[src/rtl/regfile_wport_arbiter_pkg.sv]
// Shared types for the register-file write-port arbiter.
// Holds register geometry, the write-source enum and the write bundle.
package regfile_wport_arbiter_pkg;

  localparam int REG_ADDR_W = 5;
  localparam int REG_DATA_W = 32;
  localparam int NUM_REGS   = 32;

  typedef enum logic [1:0] {
    SRC_NONE,
    SRC_WB,
    SRC_MC
  } wsrc_e;

  typedef struct packed {
    logic [REG_ADDR_W-1:0] addr;
    logic [REG_DATA_W-1:0] data;
  } wreq_t;

endpackage

[src/rtl/wport_fifo.sv]
// In-order buffer for multi-cycle unit writes awaiting the write port.
// Ports: push/wr in, pop in, head/full/empty out; sync active-low reset.
module wport_fifo
  import regfile_wport_arbiter_pkg::*;
#(
  parameter int DEPTH = 2
) (
  input  logic  i_clk,
  input  logic  i_rst_n,
  input  logic  push,
  input  wreq_t wr,
  input  logic  pop,
  output wreq_t head,
  output logic  full,
  output logic  empty
);

  localparam int PW = (DEPTH > 1) ? $clog2(DEPTH) : 1;

  wreq_t          mem [DEPTH];
  logic [PW-1:0]  rd_ptr;
  logic [PW-1:0]  wr_ptr;
  logic [PW:0]    count;
  logic           do_push;
  logic           do_pop;

  assign full    = (count == (PW+1)'(DEPTH));
  assign empty   = (count == '0);
  assign do_pop  = pop && !empty;
  // A push into a full buffer is legal only alongside a pop.
  assign do_push = push && (!full || do_pop);
  assign head    = mem[rd_ptr];

  always_ff @(posedge i_clk) begin
    if (i_rst_n && do_push) begin
      mem[wr_ptr] <= wr;
    end
  end

  always_ff @(posedge i_clk) begin
    if (!i_rst_n) begin
      rd_ptr <= '0;
      wr_ptr <= '0;
      count  <= '0;
    end else begin
      if (do_push) wr_ptr <= wr_ptr + 1'b1;
      if (do_pop)  rd_ptr <= rd_ptr + 1'b1;
      unique case ({do_push, do_pop})
        2'b10:   count <= count + 1'b1;
        2'b01:   count <= count - 1'b1;
        default: count <= count;
      endcase
    end
  end

endmodule

[src/rtl/regfile_wport_arbiter.sv]
// Single register-file write port shared by writeback and multi-cycle units.
// WB has priority; MC writes queue; pending scoreboard drives decode stalls.
module regfile_wport_arbiter
  import regfile_wport_arbiter_pkg::*;
#(
  parameter int FIFO_DEPTH   = 2,
  parameter int STARVE_LIMIT = 3
) (
  input  logic                  i_clk,
  input  logic                  i_rst_n,
  input  logic                  i_wb_we,
  input  logic [REG_ADDR_W-1:0] i_wb_addr,
  input  logic [REG_DATA_W-1:0] i_wb_data,
  input  logic                  i_mc_valid,
  input  logic [REG_ADDR_W-1:0] i_mc_addr,
  input  logic [REG_DATA_W-1:0] i_mc_data,
  output logic                  o_mc_ready,
  input  logic                  i_issue_valid,
  input  logic [REG_ADDR_W-1:0] i_issue_addr,
  input  logic [REG_ADDR_W-1:0] i_raddr1,
  input  logic [REG_ADDR_W-1:0] i_raddr2,
  output logic                  o_stall,
  output logic                  o_rf_we,
  output logic [REG_ADDR_W-1:0] o_rf_waddr,
  output logic [REG_DATA_W-1:0] o_rf_wdata,
  output logic                  o_waw_err
);

  wreq_t               head;
  wreq_t               mc_req;
  logic                full;
  logic                empty;
  logic                wb_sel;
  logic                mc_push;
  logic                pop;
  wsrc_e               src;
  logic [NUM_REGS-1:0] pending;
  logic [NUM_REGS-1:0] set_v;
  logic [NUM_REGS-1:0] clr_v;
  logic [1:0]          age;
  logic                starved;

  assign wb_sel     = i_wb_we && (i_wb_addr != '0);
  assign o_mc_ready = !full;
  assign mc_push    = i_mc_valid && o_mc_ready && (i_mc_addr != '0);
  assign pop        = !wb_sel && !empty;
  assign mc_req     = '{addr: i_mc_addr, data: i_mc_data};

  wport_fifo #(
    .DEPTH (FIFO_DEPTH)
  ) u_fifo (
    .i_clk   (i_clk),
    .i_rst_n (i_rst_n),
    .push    (mc_push),
    .wr      (mc_req),
    .pop     (pop),
    .head    (head),
    .full    (full),
    .empty   (empty)
  );

  always_comb begin
    src = SRC_NONE;
    unique case (1'b1)
      wb_sel: src = SRC_WB;
      pop:    src = SRC_MC;
      default: src = SRC_NONE;
    endcase
  end

  // Set wins over clear on the same bit.
  assign set_v = NUM_REGS'(i_issue_valid && (i_issue_addr != '0))
                 << i_issue_addr;
  assign clr_v = NUM_REGS'(pop) << head.addr;

  assign starved = int'(age) >= STARVE_LIMIT;
  assign o_stall = i_rst_n && (pending[i_raddr1] || pending[i_raddr2]
                               || starved || full);

  always_ff @(posedge i_clk) begin
    if (!i_rst_n) begin
      o_rf_we    <= 1'b0;
      o_rf_waddr <= '0;
      o_rf_wdata <= '0;
    end else begin
      unique case (src)
        SRC_WB: begin
          o_rf_we    <= 1'b1;
          o_rf_waddr <= i_wb_addr;
          o_rf_wdata <= i_wb_data;
        end
        SRC_MC: begin
          o_rf_we    <= 1'b1;
          o_rf_waddr <= head.addr;
          o_rf_wdata <= head.data;
        end
        default: begin
          o_rf_we    <= 1'b0;
          o_rf_waddr <= '0;
          o_rf_wdata <= '0;
        end
      endcase
    end
  end

  always_ff @(posedge i_clk) begin
    if (!i_rst_n) begin
      pending   <= '0;
      age       <= '0;
      o_waw_err <= 1'b0;
    end else begin
      pending <= (pending & ~clr_v) | set_v;
      if (empty || pop)   age <= '0;
      else if (age != '1) age <= age + 1'b1;
      if (wb_sel && pending[i_wb_addr]) o_waw_err <= 1'b1;
    end
  end

endmodule

[config.mk]
export PLATFORM = sky130hd
export DESIGN_NAME = regfile_wport_arbiter
export DESIGN_NICKNAME = d
export VERILOG_FILES = /design/src/rtl/regfile_wport_arbiter_pkg.sv /design/src/rtl/wport_fifo.sv /design/src/rtl/regfile_wport_arbiter.sv
export SDC_FILE = /design/constraint.sdc
export NUM_CORES = 1
export LEC_CHECK = 0
export BUFFER_PORTS_ARGS = -buffer_cell sky130_fd_sc_hd__buf_2
export CORE_MARGIN = 5
export CORE_UTILIZATION = 59
export CTS_CLUSTER_SIZE = 28
export DETAILED_ROUTE_END_ITERATION = 7
export PLACE_DENSITY = 0.91
export SYNTH_ARGS = -nofsm -noshare
export SYNTH_HDL_FRONTEND = slang
export SYNTH_SLANG_ARGS = --single-unit
[constraint.sdc]
create_clock -name i_clk -period 8.2 [get_ports i_clk]
set_input_delay 0.41 -clock i_clk [delete_from_list [all_inputs] [get_ports i_clk]]
set_output_delay 0.41 -clock i_clk [all_outputs]
set_load 0.02 [all_outputs]
# Yosys cells after proc, flatten, opt, wreduce, memory -nomap -nowiden
# Memories as Yosys holds them, arrays and structs flattened. A register that Yosys moved wholly into a read port is not among the register bits.
# Cells that the tools add are included.
# totals
ram_bits,74
reg_bits,77
wordCells,71
n_memories,1
# classes
n_reduce_logical,25
shifts,2
n_lt_le_gt_ge,4
bitwise_logic,4
n_eq_ne,6
muxes,15
n_addsub,5
# mem_list
name,words,width,read_ports,rd_clocked_by_memory_dff,wr,line,source
u_fifo.mem,2,37,1,1,1,wport_fifo.sv:20,wreq_t mem [DEPTH];
# ops
operator,count
32-bit case mux with 2 select lines,1
1-bit by 5-bit << shifter with 32-bit output,2
32-bit bitwise AND,1
32-bit NOT,1
32-bit bitwise OR,1
5-bit by 6-bit < comparator with 1-bit output (second input constant),3
1-bit binary-select mux with 5-bit select,3
5-bit nonzero test,3
1-bit logical AND,10
5-bit case mux with 2 select lines,1
1-bit two-way mux,8
2-bit case mux with 2 select lines,2
2-bit equality test (second input constant),3
1-bit logical OR,5
2-bit by 1-bit adder with 2-bit output (second input constant),2
2-bit by 1-bit equality test with 1-bit output (second input constant),2
2-bit OR reduction,2
1-bit zero test,3
1-bit adder (second input constant),2
2-bit greater-or-equal comparator (second input constant),1
2-bit zero test,1
2-bit != test (second input constant),1
2-bit nonzero test,1
2-bit by 1-bit subtractor with 2-bit output (second input constant),1
1-bit NOT,1

# Depth between registers and ports, before layout
# Gate-level depths: netlist of run 1.
# depth
depth_word,10
mapped_depth,9
ltp_nobuf,7

# By module
# From an unflattened synthesis of run 1, not the netlist that was laid out.
# hier_totals
cells_unflattened,493
hier_area_um2,6401.1
# modules_own_cells
module,area_per_inst_um2,cells_each,n_inst
regfile_wport_arbiter,3478.3,347,1
wport_fifo,2922.8,146,1

# Least setup slack after synthesis of run 1
# No wires, ideal clock.
# synth_path
path_kind,register to register
startpoint,register u_fifo.count[0]
endpoint,"memory u_fifo.mem[0][0] in the netlist's numbering, enable pin"
path_slack_ns,4.239
stages_incl_launch_ff,5
setup_ns,0.477
t_required_ns,7.723
t_arrival_ns,3.483
n_path_buf,0
synth_period_minus_slack_ns,3.961
path_cell_list,dfxtp_1 nand2b_1 o211a_1 inv_1 nor3_1
# synth_rtl
element,line,source
from (decl),wport_fifo.sv:23,logic [PW:0] count;
from (signal assigned),wport_fifo.sv:49,2'b10: count <= count + 1'b1;
from (signal assigned),wport_fifo.sv:50,2'b01: count <= count - 1'b1;
from (signal assigned),wport_fifo.sv:51,default: count <= count;
2-bit equality test *,wport_fifo.sv:27,assign full = (count == (PW+1)'(DEPTH));
1-bit zero test *,regfile_wport_arbiter.sv:44,assign o_mc_ready = !full;
net o_mc_ready,regfile_wport_arbiter.sv:17,"output logic o_mc_ready,"
1-bit logical AND (2 in series),regfile_wport_arbiter.sv:45,assign mc_push = i_mc_valid && o_mc_ready && (i_mc_addr != '0);
1-bit logical AND *,wport_fifo.sv:31,assign do_push = push && (!full || do_pop);
1-bit logical AND *,wport_fifo.sv:35,if (i_rst_n && do_push) begin
1-bit two-way mux *,wport_fifo.sv:35,
1-bit two-way mux (not written as such) *,wport_fifo.sv:36,mem[wr_ptr] <= wr;
to (decl),wport_fifo.sv:20,
# Mark *: on every way through the listed nets, which the timed path passes. The rest lies on a longest branch.

==> impl_metrics.csv, run 1 <==
group,metric,value,unit
run_status,status,"completed",
timing,fin_crit_sh,35.6,%
route,dr.pass1.iters,5,
power_and_ir_drop,p_sw,647,uW
yosys,ys_seq_area_share,58.8,%
power_and_ir_drop,p_int,1500,uW
placement,postPlaceCellArea,0.00719,mm2
timing,rsz0062_at_grt,"no",
clock_tree,post_cts_resized,0,
floorplanning,io_pins,135,
setup_path,path_max_fanout,40,
worst_hold_path,hold_path_class,"primary input to flip-flop",
yosys,yosysTopAreaCell,"edfxtp_1",
floorplanning,rows,38,
route,via_per_inst,6.10,
clock_tree,clkTransAtPathRegs,0.07,ns
setup_path,start_kind,"flip-flop",
timing,drv_slew,0,
global_routing,grt.total_usage,25.6,%
yosys,yosysWarnings,0,
flow_run,drv_cap,0,
power_and_ir_drop,sw_frac_of_total,30.1,%
timing,finalHoldViolCount,0,
clock_tree,h-tree-depth,4,
timing,clock.fmax,0.343,GHz
floorplanning,die_h,114,um
clock_tree,postCtsHoldBufs,0,
yosys,ys_seq_elements,152,
route,wl_per_cell,19.9,um
timing,fin_skew,0.00881,ns
yosys,synthDistinctLibCells,44,
route,drcViolationCount,0,
yosys,synth_area,0.00643,mm2
global_routing,antenna_found_initial,0,
route,vias,4957,
clock_tree,clockRootBuffer,"clkbuf_8",
cells_and_area,antenna_cells,0,
yosys,synth_area_leaders,"edfxtp_1 35%, dfxtp_1 24%, mux4_2 6.0%",
power_and_ir_drop,cellLeakagePower,0.00299,uW
floorplanning,fp.dieW,114,um
route,totalWireLength,16.2,mm
clock_tree,cts_made_buffers,17,
timing,min_period,2.92,ns
cells_and_area,drive_gt1_share,30.7,%
clock_tree,cts_tree,"done",
cells_and_area,seq_area,0.00378,mm2
yosys,syn_area_per_cell,12.1,um2
cells_and_area,num-fill-cells,764,
global_routing,grt_pass1_wl,25.7,mm
timing,tns,0,ns
clock_tree,insertion_delay,0.53,ns
cells_and_area,finalNetCount,755,
route,drt_iter0_drc,300,
setup_path,worst_setup_path_end_kind,"flip-flop",
setup_path,path_class,"flip-flop to flip-flop",
global_routing,overflow,0,
power_and_ir_drop,combPwrFrac,19.8,%
yosys,syn-num-nets,628,
power_and_ir_drop,p_seq_share,44.0,%
cells_and_area,multi_input_area,0.00251,mm2
clock_tree,clk_path_buf_depth,2,
cells_and_area,final_area,0.00779,mm2
placement,dp.cells,780,
clock_tree,cts_setup_buffers,0,
timing,worst_slew_margin_rel,18.6,%
power_and_ir_drop,irDropWorstVdd,225,uV
timing,worst_pin_slew,1.22,ns
setup_path,cp.arrival,3.29,ns
floorplanning,die-area,0.0131,mm2
cells_and_area,syn_to_final_growth,21.1,%
cells_and_area,final_core_util,72.5,%
placement,io_buffers,134,
yosys,synth.top_cell.area_share,34.6,%
cells_and_area,final_cells,812,
route,ant_nets,0,
global_routing,grt_pass1_vias,5034,
power_and_ir_drop,clkPwrFrac,36.2,%
clock_tree,cts.sinks,152,
setup_path,cp.required,8.58,ns
global_routing,grt_max_degree,63,
placement,gp_congestion,0.927,
power_and_ir_drop,powerDensity,276,mW/mm2
floorplanning,fp.coreArea,0.0107,mm2
yosys,synthCells,532,
floorplanning,initial_core_util,59.8,%
timing,finalSetupViolCount,0,
placement,dpl.hpwl,10.9,mm
## logic make-up (layout without fill, tap and decap cells)
kind of cell,count (synthesis),count (layout),share of synthesized area (%)
adders and majority gates,2,2,0.389
muxes,69,69,16.2
and+or+nand+nor,153,153,11.8
xor gates and xnor gates,5,5,0.681
AOI/OAI and AO/OA,117,117,9.87
DFF,152,152,58.8
buffers and inverters,34,174,2.28
## stage by stage
step	setup WS, ns	power, uW	hold slack (ns)
floorplan	4.24	1230	0.461
global placement	5.17	1350	0.447
detailed placement	5.12	1370	0.457
CTS	5.24	2150	0.0579
global route	5.15	2230	0.0552
finish	5.28	2150	0.0660
## path summary, 6_finish.rpt
kind / startpoint / to / slack (ns) / cells past startpoint
setup / recovery: flip-flop / pending[20] / 5.28 / 5
hold / removal: i_mc_data[10] / u_fifo.mem[0][10] / 0.07 / 1
setup reg to reg: flip-flop / pending[20] / 5.28 / 5
hold reg to reg: o_waw_err / o_waw_err / 0.47 / 1
## metal layers
metal  vias up  share of wire [%]  GRT usage (%)
li1       2264                  -              -
met5         -                  0              0
met3        32                9.2           7.08
met4         0                1.9           8.71
met2       257                 51           44.2
met1      2404                 38           30.9
## placed cells by master (no fill, tap or decap), types with 4 or more instances in the layout
cell type / Yosys / layout
mux2_2: 6 / 6
clkbuf_16: 0 / 18
a21oi_1: 54 / 54
mux4_2: 17 / 17
nor2_1: 35 / 34
a22oi_1: 4 / 4
nand2b_1: 7 / 7
nand2_1: 53 / 53
edfxtp_1: 74 / 74
nor2b_1: 4 / 4
o21ai_1: 31 / 31
buf_4: 0 / 4
mux4_1: 8 / 8
clkinv_4: 0 / 4
or4_4: 8 / 8
dfxtp_1: 78 / 77
mux2i_1: 38 / 38
buf_2: 3 / 134
o21ai_0: 15 / 15
nor3_1: 29 / 28
## state kept, by name, indices dropped and copies added (netlist names), named ones only
name           flops
u_fifo.mem        74
o_rf_wdata        32
pending           32
o_rf_waddr         5
age                2
u_fifo.count       2
o_rf_we            1
o_waw_err          1
u_fifo.rd_ptr      1
u_fifo.wr_ptr      1
## worst max-delay path: stages, from the launching register on
cell	delay (ns)
dfxtp_2	1.13
mux2_2	0.47
nand2b_1	0.28
or4_4	0.57
o21ai_1	0.20
a21oi_1	0.10
## cell usage after synthesis, drive strengths merged
library cell and instances:
edfxtp 74, inv 4, a2111oi 1, nand2b 7
o22ai 1, dfxtp 78, and3 3, a21oi 54
a22o 1, and3b 3, mux2i 38, nor2 35
mux4 25, or3 1, nor3b 3, o211a 2
nand3b 1, nand3 2, o31ai 1, a22oi 4
a31oi 3, and2 1, xor2 2, o21ai 46
nor2b 4, nand2 53, o21a 1, a311oi 1
xnor2 3, nor4b 1, o211ai 1, nor3 29
a32o 1, or4 10, ha 2, mux2 6
clkbuf 21, buf 9
## power by group through the flow
stage | logic (uW) | clock network, uW | registers (uW)
final | 425 | 778 | 945
after global routing | 458 | 817 | 953
after CTS | 424 | 779 | 946
after detailed placement | 414 | 0 | 959
after global placement | 398 | 0 | 953
after floorplan | 274 | 0 | 953
## final cells by class
type	count	area share (%)
clock buffer	22	6.36
tap	140	2.25
inverter	4	0.193
sequential	152	48.6
clock inverter	10	1.35
timing repair buffer	138	9.00
multi-input combinational	346	32.2
Note: power is estimated with default switching activity, not from simulation.
==> inputs of run 2 (changes only) <==
Settings changed: CORE_UTILIZATION 59 to 49, PLACE_DENSITY 0.91 to 0.82.
Clock period 8.2 ns to 2.5 ns, I/O delays scaled along.
==> impl_metrics.csv, run 2 (synthesis gave the netlist of run 1 again) <==
group,metric,value,unit
run_status,status,"completed",
worst_hold_path,hold_start,"i_rst_n",
timing,clock.fmax,0.441,GHz
setup_path,path_max_fanout,3,
timing,fin_skew,0.00998,ns
floorplanning,io_pins,135,
global_routing,antenna_found_initial,2,
global_routing,grt.total_usage,23.1,%
setup_path,cp.arrival,2.61,ns
power_and_ir_drop,p_int,5170,uW
route,wl_met2,9.24,mm
global_routing,grt_pass1_wl,28.6,mm
route,drt_iter0_drc,406,
route,wl_met3,1.35,mm
setup_path,r2r_cells,5,
floorplanning,initial_core_util,50.5,%
clock_tree,post_cts_resized,0,
clock_tree,insertion_delay,0.41,ns
cells_and_area,final_cell_mix,"134 x buf_2, 77 x dfxtp_1, 74 x edfxtp_1, 69 x dlygate4sd3_1, 54 x a21oi_1",
setup_path,slowest_delay,0.57,ns
timing,finalSetupViolCount,0,
floorplanning,fp.coreArea,0.0127,mm2
worst_hold_path,hold_depth,2,
power_and_ir_drop,cellLeakagePower,0.00331,uW
flow_run,drv_cap,0,
clock_tree,cts.sinks,152,
route,ant_nets,0,
timing,min_period,2.27,ns
clock_tree,h-tree-depth,4,
placement,dpl.hpwl,11.5,mm
clock_tree,cts_tree,"done",
floorplanning,die-area,0.0155,mm2
cells_and_area,syn_to_final_growth,33.6,%
timing,finalHoldViolCount,0,
route,via_per_inst,5.72,
worst_hold_path,worstHoldEndpoint,"pending[0]",
timing,tns,0,ns
global_routing,overflow,0,
route,drcViolationCount,0,
clock_tree,clk_path_buf_depth,2,
power_and_ir_drop,combPwrFrac,22.4,%
cells_and_area,layout_commonest_cell,"buf_2",
placement,gp_congestion,0.946,
clock_tree,postCtsHoldBufs,69,
power_and_ir_drop,p_seq_share,41.4,%
timing,fin_crit_sh,90.7,%
route,totalWireLength,18.0,mm
timing,worst_slew_margin_rel,40.3,%
setup_path,critPathSlowestCell,"or4_1",
timing,rsz0062_at_grt,"no",
power_and_ir_drop,powerDensity,840,mW/mm2
power_and_ir_drop,sw_frac_of_total,28.4,%
route,dr.pass1.iters,5,
floorplanning,fp.dieW,125,um
setup_path,crit_chain,"dlygate4sd3_1 > buf_2 > or4_1 > o211a_1 > inv_1 > ha_1 > or3_1 > a21oi_1",
clock_tree,cts_setup_buffers,0,
route,wl_per_cell,19.6,um
clock_tree,cts_made_buffers,17,
route,wl_met1,6.90,mm
setup_path,worst_setup_path_end_kind,"flip-flop",
power_and_ir_drop,clkPwrFrac,36.2,%
cells_and_area,largest_reg_flops,74,
setup_path,critPathBufInv,3,
route,highest_layer,"met5",
cells_and_area,finalNetCount,828,
setup_path,path_class,"primary input to flip-flop",
power_and_ir_drop,irDropWorstVdd,616,uV
clock_tree,clockRootBuffer,"clkbuf_16",
cells_and_area,top_regs,"u_fifo.mem: 74 flops, o_rf_wdata: 32 flops, pending: 32 flops",
cells_and_area,regMostFlops,"u_fifo.mem",
clock_tree,clkTransAtPathRegs,0.06,ns
cells_and_area,num-fill-cells,925,
setup_path,start_kind,"primary input",
setup_path,cp.required,2.84,ns
floorplanning,rows,41,
global_routing,grt_max_degree,47,
timing,worst_pin_slew,0.896,ns
cells_and_area,final_core_util,67.5,%
setup_path,crit_family,"simple AND/OR/NAND/NOR gates",
setup_path,rr_endpoint,"pending[12]",
global_routing,grt_pass1_vias,5439,
cells_and_area,drive_gt1_share,27.7,%
setup_path,reg2reg_slack,0.41,ns
power_and_ir_drop,p_sw,2050,uW
worst_hold_path,hold_path_class,"primary input to flip-flop",
route,vias,5248,
floorplanning,die_h,125,um
placement,io_buffers,134,
timing,drv_slew,0,
[run 2: how the worst max path moves through the flow]
| stage | from | to | slack [ns] | cells past startpoint |
|---|---|---|---|---|
| global placement | i_wb_addr[0] | u_fifo.count[1] | 0.38 | 7 |
| CTS | i_mc_addr[0] | u_fifo.count[1] | 0.23 | 8 |
| detailed placement | i_wb_addr[0] | u_fifo.count[1] | 0.34 | 7 |
| finish | i_mc_addr[0] | u_fifo.count[1] | 0.23 | 8 |
| global route | i_mc_addr[0] | u_fifo.count[1] | 0.15 | 8 |
| floorplan | u_fifo.count[0] | u_fifo.mem[0][0] | 0.22 | 4 |
[run 2: area by class of cell]
cell class	count	area (um2)	area share, %
timing repair buffer	211	1430	16.7
tap	172	215	2.51
sequential	152	3780	44.1
clock inverter	4	51.3	0.597
clock buffer	28	572	6.66
antenna	1	2.50	0.0291
multi-input combinational	346	2520	29.3
inverter	4	15.0	0.175
[run 2: power by group through the flow]
stage | Sequential [uW] | Combinational, uW | Clock [uW]
floorplan | 3120 | 904 | 0
global placement | 3020 | 1450 | 0
detailed placement | 3040 | 1490 | 0
CTS | 2990 | 1600 | 2630
global route | 3010 | 1740 | 2760
finish | 2990 | 1610 | 2610
[run 2: metrics by stage]
step           total power, uW  hold WS [ns]  cells  area [um2]  setup WS, ns
2_1_floorplan             4030         0.224    532        6440         0.224
3_3_place_gp              4480         0.314    816        7270         0.376
3_5_place_dp              4530         0.318    816        7270         0.344
4_1_cts                   7220        0.0332    917        8590         0.235
5_1_grt                   7510        0.0630    918        8590         0.151
6_report                  7220        0.0526    918        8590         0.233
[run 2: worst reg2reg max path, delay by kind of cell, from the launching register on]
kind            cells  cell delay, ns
simple gates        2            0.87
flops               1            0.42
mux                 1            0.41
compound gates      2            0.24
[run 2: layer usage]
| layer | up-vias | global-route usage, % |
|---|---|---|
| met5 | - | 0 |
| met4 | 2 | 8.32 |
| met3 | 42 | 5.57 |
| met2 | 244 | 40.3 |
| met1 | 2564 | 27.9 |
| li1 | 2396 | - |
==> inputs of run 3 (changes only) <==
Settings changed: GPL_TIMING_DRIVEN set to 0.
==> impl_metrics.csv, run 3 (synthesis gave the netlist of run 1 again) <==
group,metric,value,unit
timing,finalHoldViolCount,1,
floorplanning,fp.coreArea,0.0127,mm2
setup_path,path_max_fanout,17,
cells_and_area,seq_area,0.00378,mm2
clock_tree,cts_tree,"done",
clock_tree,clockRootBuffer,"clkbuf_16",
route,vias,5420,
run_status,status,"finished with violations",
global_routing,antenna_found_initial,0,
cells_and_area,regMostFlops,"u_fifo.mem",
route,wl_met3,1.69,mm
route,ant_nets,0,
cells_and_area,largest_reg_flops,74,
floorplanning,io_pins,135,
route,wl_met1,7.10,mm
placement,dp.cells,833,
clock_tree,postCtsHoldBufs,67,
setup_path,start_kind,"flip-flop",
placement,dpl.hpwl,12.4,mm
route,via_per_inst,5.82,
timing,fin_skew,0.00837,ns
power_and_ir_drop,p_seq_share,40.4,%
power_and_ir_drop,clkPwrFrac,37.0,%
floorplanning,die_h,125,um
power_and_ir_drop,p_sw,2210,uW
setup_path,crit_chain,"nand2b_1 > o211a_1 > inv_1 > nor3_4 > buf_8 > buf_16",
cells_and_area,num-fill-cells,937,
power_and_ir_drop,p_int,5180,uW
cells_and_area,multi_input_area,0.00252,mm2
cells_and_area,layout_commonest_cell,"buf_2",
timing,drv_slew,0,
timing,fin_hold_ws,-0.0176,ns
setup_path,critPathBufInv,3,
cells_and_area,finalNetCount,843,
floorplanning,initial_core_util,50.5,%
cells_and_area,drive_gt1_share,26.1,%
cells_and_area,antenna_cells,0,
power_and_ir_drop,cellLeakagePower,0.00330,uW
global_routing,grt_max_degree,38,
global_routing,grt_pass1_wl,30.5,mm
placement,io_buffers,127,
setup_path,cp.required,2.63,ns
clock_tree,cts.sinks,152,
global_routing,overflow,0,
cells_and_area,syn_to_final_growth,34.3,%
route,wl_per_cell,20.6,um
clock_tree,clk_path_buf_depth,2,
cells_and_area,top_regs,"u_fifo.mem: 74 flops, o_rf_wdata: 32 flops, pending: 32 flops",
placement,gp_congestion,0.951,
clock_tree,insertion_delay,0.43,ns
route,drt_iter0_drc,340,
clock_tree,h-tree-depth,4,
power_and_ir_drop,sw_frac_of_total,29.9,%
global_routing,grt.total_usage,25.1,%
route,wl_met2,9.78,mm
timing,min_period,2.32,ns
power_and_ir_drop,powerDensity,856,mW/mm2
setup_path,critPathSlowestCell,"nor3_4",
timing,worst_slew_margin_rel,39.5,%
clock_tree,post_cts_resized,0,
flow_run,drv_cap,0,
clock_tree,clkTransAtPathRegs,0.06,ns
run_status,failed_checks,"negative hold slack",
clock_tree,cts_setup_buffers,0,
floorplanning,rows,41,
setup_path,cp.arrival,2.45,ns
cells_and_area,final_cells,932,
floorplanning,fp.dieW,125,um
floorplanning,die-area,0.0155,mm2
cells_and_area,final_cell_mix,"130 x buf_2, 78 x dfxtp_1, 74 x edfxtp_1, 67 x dlygate4sd3_1, 54 x a21oi_1",
timing,worst_pin_slew,0.907,ns
clock_tree,cts_made_buffers,17,
setup_path,crit_family,"simple AND/OR/NAND/NOR gates",
route,dr.pass1.iters,5,
global_routing,grt_pass1_vias,5815,
power_and_ir_drop,irDropWorstVdd,530,uV
timing,tns,0,ns
setup_path,worst_setup_path_end_kind,"flip-flop",
cells_and_area,final_core_util,67.9,%
timing,finalSetupViolCount,0,
setup_path,slowest_delay,0.53,ns
route,highest_layer,"met4",
power_and_ir_drop,power,7400,uW
route,totalWireLength,19.2,mm
setup_path,path_class,"flip-flop to flip-flop",
power_and_ir_drop,combPwrFrac,22.7,%
timing,fin_crit_sh,92.7,%
route,drcViolationCount,0,
timing,clock.fmax,0.431,GHz
worst_hold_path,hold_path_class,"primary input to flip-flop",
timing,rsz0062_at_grt,"no",
-- run 3: cell types whose count changed in the layout (fill, tap and decap cells not counted), moves of 3 or more --
cell       change
clkbuf_1      +17
buf_4          -7
buf_1          +4
buf_2          -4
clkbuf_16      -4
inv_6          +4
bufinv_16      +3
-- run 3: area by class of cell --
class	instances	share of cell area, %
clock inverter	14	2.26
multi-input combinational	346	29.2
inverter	4	0.174
tap	172	2.49
clock buffer	18	4.97
buffer	30	1.52
sequential	152	43.8
timing repair buffer	196	15.6
-- run 3: final timing paths --
check,start,end,slack [ns],cells past startpoint
worst min-delay path,i_wb_data[16],o_rf_wdata[16],-0.02,3
worst max register to register,u_fifo.count[0],u_fifo.mem[0][19],0.18,6
worst min register to register,o_waw_err,o_waw_err,0.50,1
worst max-delay path,u_fifo.count[0],u_fifo.mem[0][19],0.18,6
-- run 3: power groups by stage --
stage	clock network, uW	registers [uW]	logic [uW]
6_report	2730	2990	1680
5_1_grt	2840	3010	1810
4_1_cts	2720	2980	1640
3_5_place_dp	0	3020	1540
3_3_place_gp	0	3010	1470
2_1_floorplan	0	3120	904
-- run 3: tightest hold or removal path: stages --
cell	delay, ns
buf_2	0.10
a21oi_1	0.06
nor2_1	0.08
-- run 3: per-stage QoR --
step           instance area [um2]  worst slack [ns]
3_5_place_dp                  7340            0.0263
5_1_grt                       8640             0.118
2_1_floorplan                 6440             0.224
3_3_place_gp                  7290            -0.232
4_1_cts                       8630             0.265
6_report                      8640             0.182
-- run 3: routing by layer --
layer  track usage (%)  up-vias
li1                  -     2437
met4              9.93        0
met5                 0        -
met1              29.8     2633
met2              43.6      294
met3              6.43       56
